### config.mk
export PLATFORM = sky130hd
export DESIGN_NAME = debug_mem_dump
export DESIGN_NICKNAME = d
export VERILOG_FILES = /design/src/rtl/debug_mem_dump.sv
export SDC_FILE = /design/constraint.sdc
export NUM_CORES = 1
export LEC_CHECK = 0
export ABC_CLOCK_PERIOD_IN_PS = 3600
export CORE_ASPECT_RATIO = 0.6
export CORE_MARGIN = 5
export CORE_UTILIZATION = 53
export CTS_CLUSTER_SIZE = 16
export DETAILED_ROUTE_END_ITERATION = 10
export PLACE_DENSITY = 0.84
export RECOVER_POWER = 50
export SETUP_SLACK_MARGIN = 0.4
export SLEW_MARGIN = 20
export SYNTH_ARGS = -nofsm -noshare
export SYNTH_HDL_FRONTEND = slang
export SYNTH_SLANG_ARGS = --single-unit
### constraint.sdc
create_clock -name i_clk -period 3.6 [get_ports i_clk]
set_clock_uncertainty 0.1 [all_clocks]
set_input_delay 0.36 -clock i_clk [delete_from_list [all_inputs] [get_ports i_clk]]
set_output_delay 0.36 -clock i_clk [all_outputs]
set_load 0.01 [all_outputs]
### src/rtl/debug_mem_dump.sv
// Debug memory dump engine: walks the data RAM debug port from word 0 to
// N_WORDS-1 and streams each word MSB byte first on a valid/ready byte bus.
module debug_mem_dump #(
  parameter int unsigned LEN     = 32,
  parameter int unsigned NB_BYTE = 8,
  parameter int unsigned NB_ADDR = 11,
  parameter int unsigned N_WORDS = 2048
) (
  input  logic               i_clk,
  input  logic               i_rst,
  input  logic               i_start,
  output logic [NB_ADDR-1:0] o_mem_addr,
  output logic               o_mem_en,
  input  logic [LEN-1:0]     i_mem_data,
  output logic [NB_BYTE-1:0] o_tx_data,
  output logic               o_tx_valid,
  input  logic               i_tx_ready,
  output logic               o_busy,
  output logic               o_done
);

  localparam int unsigned CNT_W     = 2;
  localparam logic [CNT_W-1:0]   LAST_BYTE = CNT_W'(LEN / NB_BYTE - 1);
  localparam logic [NB_ADDR-1:0] LAST_ADDR = NB_ADDR'(N_WORDS - 1);

  typedef enum logic [2:0] {
    S_IDLE,
    S_FETCH,
    S_CAPTURE,
    S_SEND,
    S_DONE
  } state_t;

  state_t             state_q, state_d;
  logic [NB_ADDR-1:0] addr_q, addr_d;
  logic [CNT_W-1:0]   cnt_q, cnt_d;
  logic [LEN-1:0]     shift_q, shift_d;
  logic               mem_en_q, mem_en_d;
  logic               tx_valid_q, tx_valid_d;
  logic               busy_q, busy_d;
  logic               done_q, done_d;

  // Next-state, datapath and next-output decode; outputs follow the next state.
  always_comb begin
    state_d = state_q;
    addr_d  = addr_q;
    cnt_d   = cnt_q;
    shift_d = shift_q;

    case (state_q)
      S_IDLE: begin
        if (i_start) begin
          state_d = S_FETCH;
          addr_d  = '0;
        end
      end
      S_FETCH: begin
        state_d = S_CAPTURE;
      end
      S_CAPTURE: begin
        shift_d = i_mem_data;
        cnt_d   = '0;
        state_d = S_SEND;
      end
      S_SEND: begin
        if (tx_valid_q && i_tx_ready) begin
          if (cnt_q != LAST_BYTE) begin
            shift_d = shift_q << NB_BYTE;
            cnt_d   = cnt_q + CNT_W'(1);
          end else if (addr_q == LAST_ADDR) begin
            state_d = S_DONE;
          end else begin
            addr_d  = addr_q + NB_ADDR'(1);
            state_d = S_FETCH;
          end
        end
      end
      S_DONE: begin
        addr_d  = '0;
        state_d = S_IDLE;
      end
      default: begin
        state_d = S_IDLE;
      end
    endcase

    mem_en_d   = (state_d == S_FETCH);
    tx_valid_d = (state_d == S_SEND);
    busy_d     = (state_d != S_IDLE);
    done_d     = (state_d == S_DONE);
  end

  // State, datapath and output registers; reset aborts any dump in flight.
  always_ff @(posedge i_clk or posedge i_rst) begin
    if (i_rst) begin
      state_q    <= S_IDLE;
      addr_q     <= '0;
      cnt_q      <= '0;
      shift_q    <= '0;
      mem_en_q   <= 1'b0;
      tx_valid_q <= 1'b0;
      busy_q     <= 1'b0;
      done_q     <= 1'b0;
    end else begin
      state_q    <= state_d;
      addr_q     <= addr_d;
      cnt_q      <= cnt_d;
      shift_q    <= shift_d;
      mem_en_q   <= mem_en_d;
      tx_valid_q <= tx_valid_d;
      busy_q     <= busy_d;
      done_q     <= done_d;
    end
  end

  assign o_mem_addr = addr_q;
  assign o_mem_en   = mem_en_q;
  assign o_tx_data  = shift_q[LEN-1 -: NB_BYTE];
  assign o_tx_valid = tx_valid_q;
  assign o_busy     = busy_q;
  assign o_done     = done_q;

endmodule

[Word level (Yosys, flattened, before mapping)]
Index checks and enable logic that the tools add are counted.
Word-level totals
  bits in registers: 52
  bits of input ports: 36
  output and inout bits: 23
  logic and storage cells: 47
Cells by class
  reductions and logical operators: 7
  $add $sub $neg: 2
  equal/unequal tests: 14
  muxes and demuxes: 16
Operators with widths (count)
  32-bit 2-to-1 mux: 2
  32-bit case mux with 2 select lines: 1
  11-bit 2-to-1 mux: 4
  11-bit case mux with 3 select lines: 1
  3-bit 2-to-1 mux: 4
  2-bit != test (second input constant): 6
  3-bit case mux with 4 select lines: 1
  11-bit by 1-bit adder with 11-bit output (second input constant): 1
  11-bit equality test (second input constant): 1
  3-bit by 2-bit equality test with 1-bit output (second input constant): 3
  3-bit by 1-bit equality test with 1-bit output (second input constant): 2
  3-bit equality test (second input constant): 2
  3-bit nonzero test: 2
  5-bit AND reduction: 1
  2-bit 2-to-1 mux: 2
  2-bit case mux with 2 select lines: 1
  3-bit zero test: 1
  3-bit AND reduction: 1
  2-bit by 1-bit adder with 2-bit output (second input constant): 1
  2-bit nonzero test: 1
  1-bit logical AND: 1

[Depth between registers and ports, before layout]
Gate-level depths: netlist (run 1).
  depth in word-level cells: 6
  gate-level depth with buffers: 7
  mapped depth without buffers: 5

[Worst setup path after synthesis (run 1)]
OpenSTA, ideal clock, no wires.
  kind: reg2reg
  from: register addr_q[0], in the netlist o_mem_addr[0]
  to: register addr_q[4], in the netlist o_mem_addr[4]
  setup slack: 1.847 ns
  period minus slack after synthesis: 1.753 ns
  setup time: 0.143 ns
  cell stages (with the launch flop): 6
  required time: 3.357 ns
  arrival: 1.510 ns
  buffers on the path: 0
  cells stage by stage: dfrtp_1 -> ha_1 -> nand4_1 -> o311ai_2 -> or3_1 -> a21oi_1
Between the ends
  cells in the longest elaborated chain, start to end: 5
  elaborated cells on any way between the ends: 8
  classes of those cells: 1 x add/sub; 2 x eq/ne; 4 x mux; 1 x reduce/logical
RTL lines
  start, declared: line 35  | logic [NB_ADDR-1:0] addr_q, addr_d;
  start signal, assigned: line 106  | addr_q <= addr_d;
  11-bit by 1-bit adder with 11-bit output: line 73  | addr_d = addr_q + NB_ADDR'(1);
  11-bit 2-to-1 mux: line 70  | end else if (addr_q == LAST_ADDR) begin
  11-bit 2-to-1 mux: line 67  | if (cnt_q != LAST_BYTE) begin
  11-bit 2-to-1 mux: line 66  | if (tx_valid_q && i_tx_ready) begin
  11-bit case mux with 3 select lines: line 50  | case (state_q)
Several ways; a longest one is shown, not always the timed one. The select of a mux whose other input is x is not followed.
A chain may end at the register's enable or synchronous reset.

[Final worst setup path (run 1)]
  from: register cnt_q[0]
  to: register shift_q[23]
Between the ends
  cells in the longest elaborated chain, start to end: 3
RTL lines
  start, declared: line 36  | logic [CNT_W-1:0] cnt_q, cnt_d;
  start signal, assigned: line 107  | cnt_q <= cnt_d;
  2-bit != test: line 67
  2-bit != test (no source line)
  3-bit AND reduction (no source line)
  end signal, assigned: line 108  | shift_q <= shift_d;
  end, declared: line 37  | logic [LEN-1:0] shift_q, shift_d;
No other way between the ends.

==> results of run 1 <==
-- synth_stat cells --
master / count
o22a_1: 1
o21ai_0: 6
and4_1: 1
a21o_1: 1
nor2_1: 34
nand3b_4: 1
o21ai_1: 2
a211oi_1: 1
nand4bb_1: 1
nor3_1: 6
and3_1: 3
buf_4: 9
o311ai_2: 1
nand4_1: 4
nand2_1: 58
nand3b_1: 1
dfrtp_1: 52
ha_1: 2
buf_2: 8
or4_1: 1
a31oi_1: 25
o31ai_1: 1
or3_1: 3
inv_1: 3
a22o_1: 8
clkbuf_1: 4
nor4_1: 4
o211ai_1: 1
o31a_1: 1
nand2b_1: 6
mux2i_1: 4
buf_6: 1
a21oi_1: 5
and2_1: 2
nand3_1: 7
nor2b_1: 1
-- flip-flops by register name (all words and copies together), names as in the netlist --
| signal | cells |
|---|---|
| shift_q | 32 |
| o_mem_addr | 11 |
| state_q | 3 |
| cnt_q | 2 |
| o_busy | 1 |
| o_done | 1 |
| o_mem_en | 1 |
| o_tx_valid | 1 |
-- cell type report --
type                    count  area, um^2
clock inverters             2        10.0
clock buffers               6        82.6
flip-flops and latches     52        1300
multi-input cells         192        1040
repair buffers             59         588
inverters                   3        12.5
fillers                   368        1430
well taps                  63        78.8
-- layout by cell type, fill, tap and decap left out --
cell type        instances
a21oi_1                  4
nor2b_1                  1
dlygate4sd3_1            9
and2_1                   2
ha_1                     2
or3_1                    3
o21ai_1                  2
nand4bb_1                1
nand2_1                 58
a22o_1                   8
clkdlybuf4s50_1         49
o31ai_1                  1
a31oi_1                 25
o21ai_0                  6
nand3b_4                 1
mux2i_1                  4
o211ai_1                 1
o311ai_2                 1
clkinv_2                 2
clkinvlp_2               1
nand3b_1                 1
and4_1                   1
inv_1                    2
and3_1                   3
nor2_1                  34
nor4_1                   4
clkbuf_8                 6
o31a_1                   1
nand3_1                  7
nor3_1                   6
or4_1                    1
dfrtp_1                 52
a21o_1                   1
a21oi_4                  1
nand2b_1                 6
o22a_1                   1
nand4_1                  4
a211oi_1                 1
buf_4                    1
-- routing by layer --
layer | vias to the layer above | wire, um | global-route usage (%)
met4 | 0 | 57 | 6.30
li1 | 1024 | - | -
met5 | - | 0 | 0
met1 | 992 | 2680 | 27.3
met3 | 5 | 466 | 4.79
met2 | 84 | 2430 | 24.8
-- stage by stage --
stage | hold slack (ps) | total power [uW] | utilization, % | instances | cell area, um^2
2_1_floorplan | 343 | 1550 | - | 269 | 2480
3_3_place_gp | 357 | 1750 | 66.5 | 369 | 3020
3_5_place_dp | 373 | 1800 | 66.5 | 369 | 3020
4_1_cts | 392 | 2140 | 68.6 | 377 | 3110
5_1_grt | 431 | 2270 | 68.6 | 377 | 3110
6_report | 396 | 2120 | 68.6 | 377 | 3110
-- cell families after synthesis --
group                      Yosys count
DFF                                 52
buffers and inverters               25
AOI/OAI and AO/OA                   53
adders and majority gates            2
and+or+nand+nor                    133
muxes                                4
-- tightest hold or removal path, stage by stage, from the launching register on --
cell and delay, ps:
dfrtp_1 360, nand2_1 50, nand2_1 50
-- worst max path at each step --
stage,startpoint,to,slack (ps),cells after the start
after floorplan,o_mem_addr[0],o_mem_addr[4],1850,5
after global placement,i_tx_ready,shift_q[29],1250,6
after detailed placement,i_tx_ready,shift_q[23],1120,6
after CTS,cnt_q[0],shift_q[23],1260,6
after global routing,i_rst,o_mem_addr[1],990,2
final,cnt_q[0],shift_q[23],1280,6
-- power breakdown --
group          internal, uW  switching, uW
registers               794            145
clock network           154            189
logic                   371            464
total                  1320            798
==> metrics.txt, run 1 <==
Top delay family on crit path compound AO/OA/AOI/OAI gates; post-CTS repair timing setup buffer count 0; crit path DAT 2440 ps; Initial Util 54.5%; Hold WC Path Type flip-flop to flip-flop; Buf+Inv Stages, Crit Path 1; grt total ovfl 0; area grow syn2layout 25.8%; setup TNS 0 ps; Max Freq 0.430 GHz; Reg2Reg Capture Point shift_q[23]; number of port buffers 58; failing checks capacitance limit, slew limit; Detailed Place HPWL 4.01 mm; Final ANT Viol Nets 0; Post-CTS Hold Fix Bufs 0; outcome finished, violations left; endpoints failing setup 0; WL/cell 14.9 um; peak supply drop 0.271 mV; Hold Path Sink cnt_q[1]; first-pass GRT wire length 8.98 mm; Max Root-Sink Buffers 2; synth unique cells 36; Worst Hold Depth 2; die area 6180 um^2; reg2reg start cnt_q[0]; Worst-path clk slew 90 ps; mux cell area share after synthesis 1.62%; Post-Synth Adder-Cell Area 1.01%; Slowest-stage cell, CP a21oi_4; CTS tree yes; Avg Cell Area, Syn 9.20 um^2; Root Driver clkbuf_8; Synth area leader dfrtp_1; Worst setup SP type flip-flop; minimum clock period 2320 ps; initial antenna violation count 0; vias per cell 5.58; Clock H-tree levels 2; Synth Area in Simple Gates 24.6%; RSZ-0062 raised after global routing false; WL final 5.63 mm; Post-Syn Nets 307; Die W 98.2 um; largest cells by area after synthesis dfrtp_1 53%, nand2_1 8.8%, a31oi_1 6.3%; io pins 59; Skew-Pair Late Insertion Delay 310 ps; Placer Congestion 0.914; layout cells sized above 1 4.14%; Syn Std Cell Area 2480 um^2; Hold Startpoint cnt_q[1]; core area 4540 um^2; worst reg-to-reg setup slack 1280 ps; Final Slew Violations 53; GRT Resource Usage Total 18.1%; setup ws final 1280 ps; TritonCTS buffer count 5; Synth Area in XOR/XNOR 0%; crit path capture type flip-flop; Worst EP required 3720 ps; Warnings, synthesis 0; die height 62.9 um; initial DRC count 142; critical path, cell by cell ha_1 > nand3b_1 > a21oi_4 > buf_4 > nor2_1 > a31oi_1; top-area cell type share of the netlist area 52.6%; Fin. Hold Viols 0; pwr dens 680 nW/um^2; largest family of logic cells by synthesized area simple AND/OR/NAND/NOR gates; fin nets 351; Placement Setup Slack 1120 ps; crit-path max FO 34; Pleak 0.00130 uW; row count 19; worst-case reg-to-reg path depth 6; ant diodes 0; Mapped Cells 269; ratio of final minimum period to clock period 64.5%; CTS Sinks 52; max-cap viol count 1; FF+latch count, synth 52; CTS-repair resized insts 0; Critical Path Max Stage Delay 670 ps; largest net degree at the start of global routing 53; Seq/Total Area, Yosys 52.6%; vias in the first global route 1890; Synth Area in Compound Gates 14.4%; slew margin rel. -45.2%; CP Class flip-flop to flip-flop; DR DRC count 0; Worst-Margin Slew 2170 ps; Pre-antenna DRT Iters 4; vias 2105
(Power assumes the default switching activity.)
==> run 2: changes to the inputs <==
ABC_CLOCK_PERIOD_IN_PS = 2060   (was 3600)
CORE_UTILIZATION = 45   (was 53)
PLACE_DENSITY = 0.76   (was 0.84)
clock period = 2.06 ns   (was 3.6 ns; I/O delays follow)
==> run 2 against run 1 <==
Against the previous run: the flow now finishes without violations; sequential power increased by 76%; final cell count grew 6.6%; hold slack got worse by 110 ps; total power grew 120%; sequential cell count did not move; combinational power increased to 2.8 times the previous value; first-iteration DRC count increased by 20%; final area increased by 17%; critical path type unchanged; largest power group is now combinational logic; highest routed layer unchanged.
==> metrics.txt, run 2 (synthesized netlist as in run 1, its figures left out) <==
outcome finished clean; Hold WC Path Type input pin to flip-flop; area grow syn2layout 47.1%; DR DRC count 0; setup TNS 0 ps; max-cap viol count 0; Detailed Place HPWL 4.29 mm; Pre-antenna DRT Iters 5; number of port buffers 58; Max Freq 0.546 GHz; vias in the first global route 1982; Pleak 0.00149 uW; slew margin rel. 16.3%; WL/cell 17.4 um; minimum clock period 1830 ps; commonest non-fill, non-tap cell in the layout nand2_1; initial antenna violation count 0; grt total ovfl 0; Root Driver clkbuf_8; Critical Path Max Stage Delay 400 ps; endpoints failing setup 0; die height 67.5 um; largest net degree at the start of global routing 53; WL final 6.98 mm; register area 1310 um^2; GRT Resource Usage Total 18.3%; vias per cell 5.61; Skew-Pair Late Insertion Delay 310 ps; CTS Sinks 52; Worst-path clk slew 100 ps; Worst EP required 2150 ps; Initial Util 47.6%; max FFs per register 32; Post-CTS Hold Fix Bufs 0; peak supply drop 0.518 mV; critical path, cell by cell ha_1 > nand3b_1 > a21oi_4 > buf_6 > clkbuf_16 > a31oi_4; vias 2256; Placed Cells 381; Fin. Hold Viols 0; CTS tree yes; Final Slew Violations 0; first-pass GRT wire length 10.3 mm; core area 5200 um^2; ant diodes 0; RSZ-0062 raised after global routing true; Placer Congestion 0.899; Top reg by flops shift_q; Worst-Margin Slew 1250 ps; crit path capture type flip-flop; row count 20; Clock H-tree levels 2; Final ANT Viol Nets 0; fin nets 373; TritonCTS buffer count 5; CP Class flip-flop to flip-flop; pwr dens 1260 nW/um^2; Finished Layout Cells 402; multi-input logic area 1310 um^2; Max Root-Sink Buffers 2; most frequent cells in the layout 58 x nand2_1, 50 x clkdlybuf4s50_1, 42 x dfrtp_1; Worst setup SP type flip-flop; Slowest-stage cell, CP dfrtp_1; initial DRC count 170; crit path DAT 1920 ps; Die W 106 um; layout cells sized above 1 19.0%; die area 7130 um^2; ratio of final minimum period to clock period 88.8%; io pins 59; crit-path max FO 6; final-layout fill cell count 377
==> run 2: metal layers <==
layer,vias to the layer above,part of all wire (%),global-route usage (%)
met5,-,0,0
met1,1083,49,28.7
met2,95,44,25.1
li1,1071,-,-
met3,7,7.2,4.58
met4,0,0.64,4.36
==> run 2: repair_timing <==
action / CTS / global route
pin swaps: 9 / 9
cloned: 1 / 3
setup endpoints to repair: 50 / 56
buffers inserted: 7 / 2
resized for setup: 17 / 32
==> run 2: final cells by class <==
cell class / instances / area share [%]
clock buffers: 8 / 2.47
inverters: 3 / 0.309
well taps: 66 / 2.27
flip-flops and latches: 52 / 36.1
repair buffers: 81 / 23.0
multi-input cells: 192 / 35.9
==> run 2: path summary, 6_finish.rpt <==
path / start / endpoint / slack, ps / cells past startpoint
setup reg to reg: cnt_q[0] / shift_q[16] / 230 / 6
hold / removal: i_start / state_q[0] / 290 / 3
setup / recovery: cnt_q[0] / shift_q[16] / 230 / 6
hold reg to reg: cnt_q[1] / cnt_q[1] / 410 / 2
min in group asynchronous: i_rst / o_mem_addr[0] / 520 / 3
max in group asynchronous: i_rst / o_mem_addr[8] / 480 / 3
==> run 2: where the power goes <==
part           internal (uW)  total [uW]  switching [uW]
logic                   1130        2350            1220
clock network            275         606             331
registers               1390        1650             256
total                   2800        4600            1810
==> run 2: worst max-delay path: cells and delay by family, from the launching register on <==
| kind | cells | cell delay [ps] |
|---|---|---|
| flops | 1 | 400 |
| buf+inv | 2 | 360 |
| compound gates | 2 | 310 |
| fa+ha+maj | 1 | 260 |
| simple gates | 1 | 260 |
==> run 2: stage by stage <==
step	instance area, um^2	hold WS, ps	util [%]	total power (uW)	setup WS [ps]
after detailed placement	3160	365	60.7	3290	108
after CTS	3370	174	64.7	4040	364
final	3640	289	70.0	4600	230
after global routing	3640	300	70.0	4880	185
after global placement	3160	353	60.7	3230	153
after floorplan	2500	235	-	2730	353
==> run 3: changes to the inputs <==
ABC_AREA = 1   (was unset)
CORE_UTILIZATION = 46   (was 45)
PLACE_DENSITY = 0.77   (was 0.76)
==> run 3 against run 2 <==
Against the previous run: sequential cell count did not move; maximum frequency rose by 9.9%; synthesized cell count rose by 20%; global-route usage fell by 0.69 points; sequential power fell by 4%; setup slack improved by 160 ps; register-to-register slack improved by 160 ps; total power fell by 7.7%; synthesized area rose by 8.8%; highest routed layer unchanged.
==> metrics.txt, run 3 <==
Max Freq 0.600 GHz; fin nets 430; Worst setup SP type flip-flop; WL/cell 14.3 um; io pins 59; RSZ-0062 raised after global routing true; crit path capture type flip-flop; peak supply drop 0.641 mV; Reg2Reg Capture Point o_mem_addr[9]; vias per cell 5.15; commonest non-fill, non-tap cell in the layout nand2_1; number of port buffers 58; CP Class flip-flop to flip-flop; Finished Layout Cells 473; setup TNS 0 ps; ratio of final minimum period to clock period 80.8%; reg2reg start state_q[0]; post-layout power 4250 uW; ant diodes 0; FF+latch count, synth 52; Post-synth top cells 74 x nand2_1, 69 x nor2_1, 52 x dfrtp_1; layout cells sized above 1 17.0%; Synth area leader dfrtp_1; row count 21; Post-CTS Hold Fix Bufs 0; outcome finished clean; Final Slew Violations 0; core area 5620 um^2; Warnings, synthesis 0; Max Root-Sink Buffers 2; Mapped Cells 324; synth unique cells 27; crit-path max FO 28; initial DRC count 196; Hold WC Path Type input pin to flip-flop; Pleak 0.00158 uW; post-route cell area 3620 um^2; die area 7540 um^2; Syn Std Cell Area 2700 um^2; Worst-Margin Slew 1270 ps; minimum clock period 1670 ps; max-cap viol count 0; top-area cell type share of the netlist area 48.3%; CTS Sinks 52; final-layout fill cell count 482; die height 69.3 um; pwr dens 1170 nW/um^2; DR DRC count 0; first-pass GRT wire length 10.8 mm; Pre-antenna DRT Iters 5; worst-case reg-to-reg path depth 7; area grow syn2layout 34.4%; Worst-path clk slew 90 ps; Avg Cell Area, Syn 8.32 um^2; ys async rst share 100%; most frequent cells in the layout 72 x nand2_1, 69 x nor2_1, 56 x clkdlybuf4s50_1; GRT Resource Usage Total 17.6%; max FFs per register 32; Worst EP required 2200 ps; worst reg-to-reg setup slack 390 ps; largest net degree at the start of global routing 53; Seq/Total Area, Yosys 48.3%; top_reg_cell synth dfrtp_1; vias in the first global route 2261; largest cells by area after synthesis dfrtp_1 48%, nand2_1 10%, nor2_1 9.6%; Top reg by flops shift_q; endpoints failing setup 0; crit path DAT 1810 ps; grt total ovfl 0; top-count cell post-synth nand2_1; Clock H-tree levels 2; DP Area 3300 um^2; TritonCTS buffer count 5; CTS tree yes; Post-Syn Nets 362; Worst Setup SP state_q[0]; WL final 6.77 mm; Post-synth EDFFs 0; Placer Congestion 0.919; Skew-Pair Late Insertion Delay 300 ps; worst setup path end o_mem_addr[9]; initial antenna violation count 0; Initial Util 47.9%; Detailed Place HPWL 4.49 mm; Fin. Hold Viols 0; vias 2435; Final ANT Viol Nets 0; Placed Cells 447; slew margin rel. 15.3%; Root Driver clkbuf_8; Die W 109 um
==> run 3: cell count changes after synthesis, moves of 5 or more <==
cell / delta
nand2_1: +16
inv_1: +14
nor2_1: +35
a31oi_1: -25
o21ai_0: -5
a21oi_1: -5
nand3_1: +6
nand2b_1: -6
nand3_2: +11
o21ai_1: +10
o31ai_1: +23
a22o_1: -8
==> run 3: kinds of logic (layout without fill, tap and decap cells) <==
family	Yosys count	after routing	synth area share, %
flops	52	52	48.3
buf+inv	41	110	7.66
fa+ha+maj	2	2	0.928
xor+xnor	5	5	1.62
simple gates	184	184	31.5
compound gates	40	40	9.98
==> run 3: critical path, stage by stage (launching register included) <==
cell and delay [ps]:
dfrtp_1 440, nand2_1 110, nor2_4 200, buf_6 270, nor2_1 60, nor2_1 210
nand4_1 140, nand2_1 70
==> run 3: worst min path at each step <==
stage | to | cells past startpoint | startpoint
after global placement | shift_q[21] | 2 | shift_q[21]
after global routing | shift_q[6] | 3 | i_mem_data[6]
final | shift_q[6] | 3 | i_mem_data[6]
after floorplan | shift_q[0] | 2 | i_mem_data[0]
after CTS | shift_q[24] | 3 | i_rst
after detailed placement | shift_q[23] | 2 | shift_q[23]
==> run 3: layout make-up <==
class / count / area [um^2] / area share [%]
repair buffers: 82 / 785 / 21.7
inverters: 20 / 77.6 / 2.14
clock inverters: 3 / 42.5 / 1.17
flip-flops and latches: 52 / 1310 / 36.3
multi-input cells: 231 / 1230 / 34.1
clock buffers: 5 / 68.8 / 1.90
well taps: 80 / 100 / 2.76
==> run 3: power breakdown <==
group / switching [uW] / leakage (uW) / internal, uW
registers: 221 / 0.000647 / 1360
clock network: 341 / 0.0000541 / 360
logic: 1120 / 0.000882 / 846
total: 1680 / 0.00158 / 2570
==> run 3: layer usage <==
| metal | global-route usage, % | share of wire (%) | vias up |
|---|---|---|---|
| met4 | 4.62 | 0.86 | 0 |
| met5 | 0 | 0 | - |
| met1 | 27.4 | 48 | 1152 |
| li1 | - | - | 1189 |
| met2 | 24.0 | 44 | 83 |
| met3 | 4.56 | 6.8 | 11 |
==> run 3: what timing repair did <==
action / 4_1_cts / 5_1_grt
setup endpoints to repair: 46 / 49
pin swaps: 1 / 4
buffers inserted: 4 / 14
resized for setup: 10 / 22
==> run 3: metrics by stage <==
stage / util, % / setup slack, ps / hold slack, ps
6_report: 64.4 / 395 / 360
4_1_cts: 61.6 / 380 / 175
3_3_place_gp: 58.7 / 301 / 365
2_1_floorplan: - / 472 / 258
5_1_grt: 64.4 / 189 / 368
3_5_place_dp: 58.7 / 191 / 369
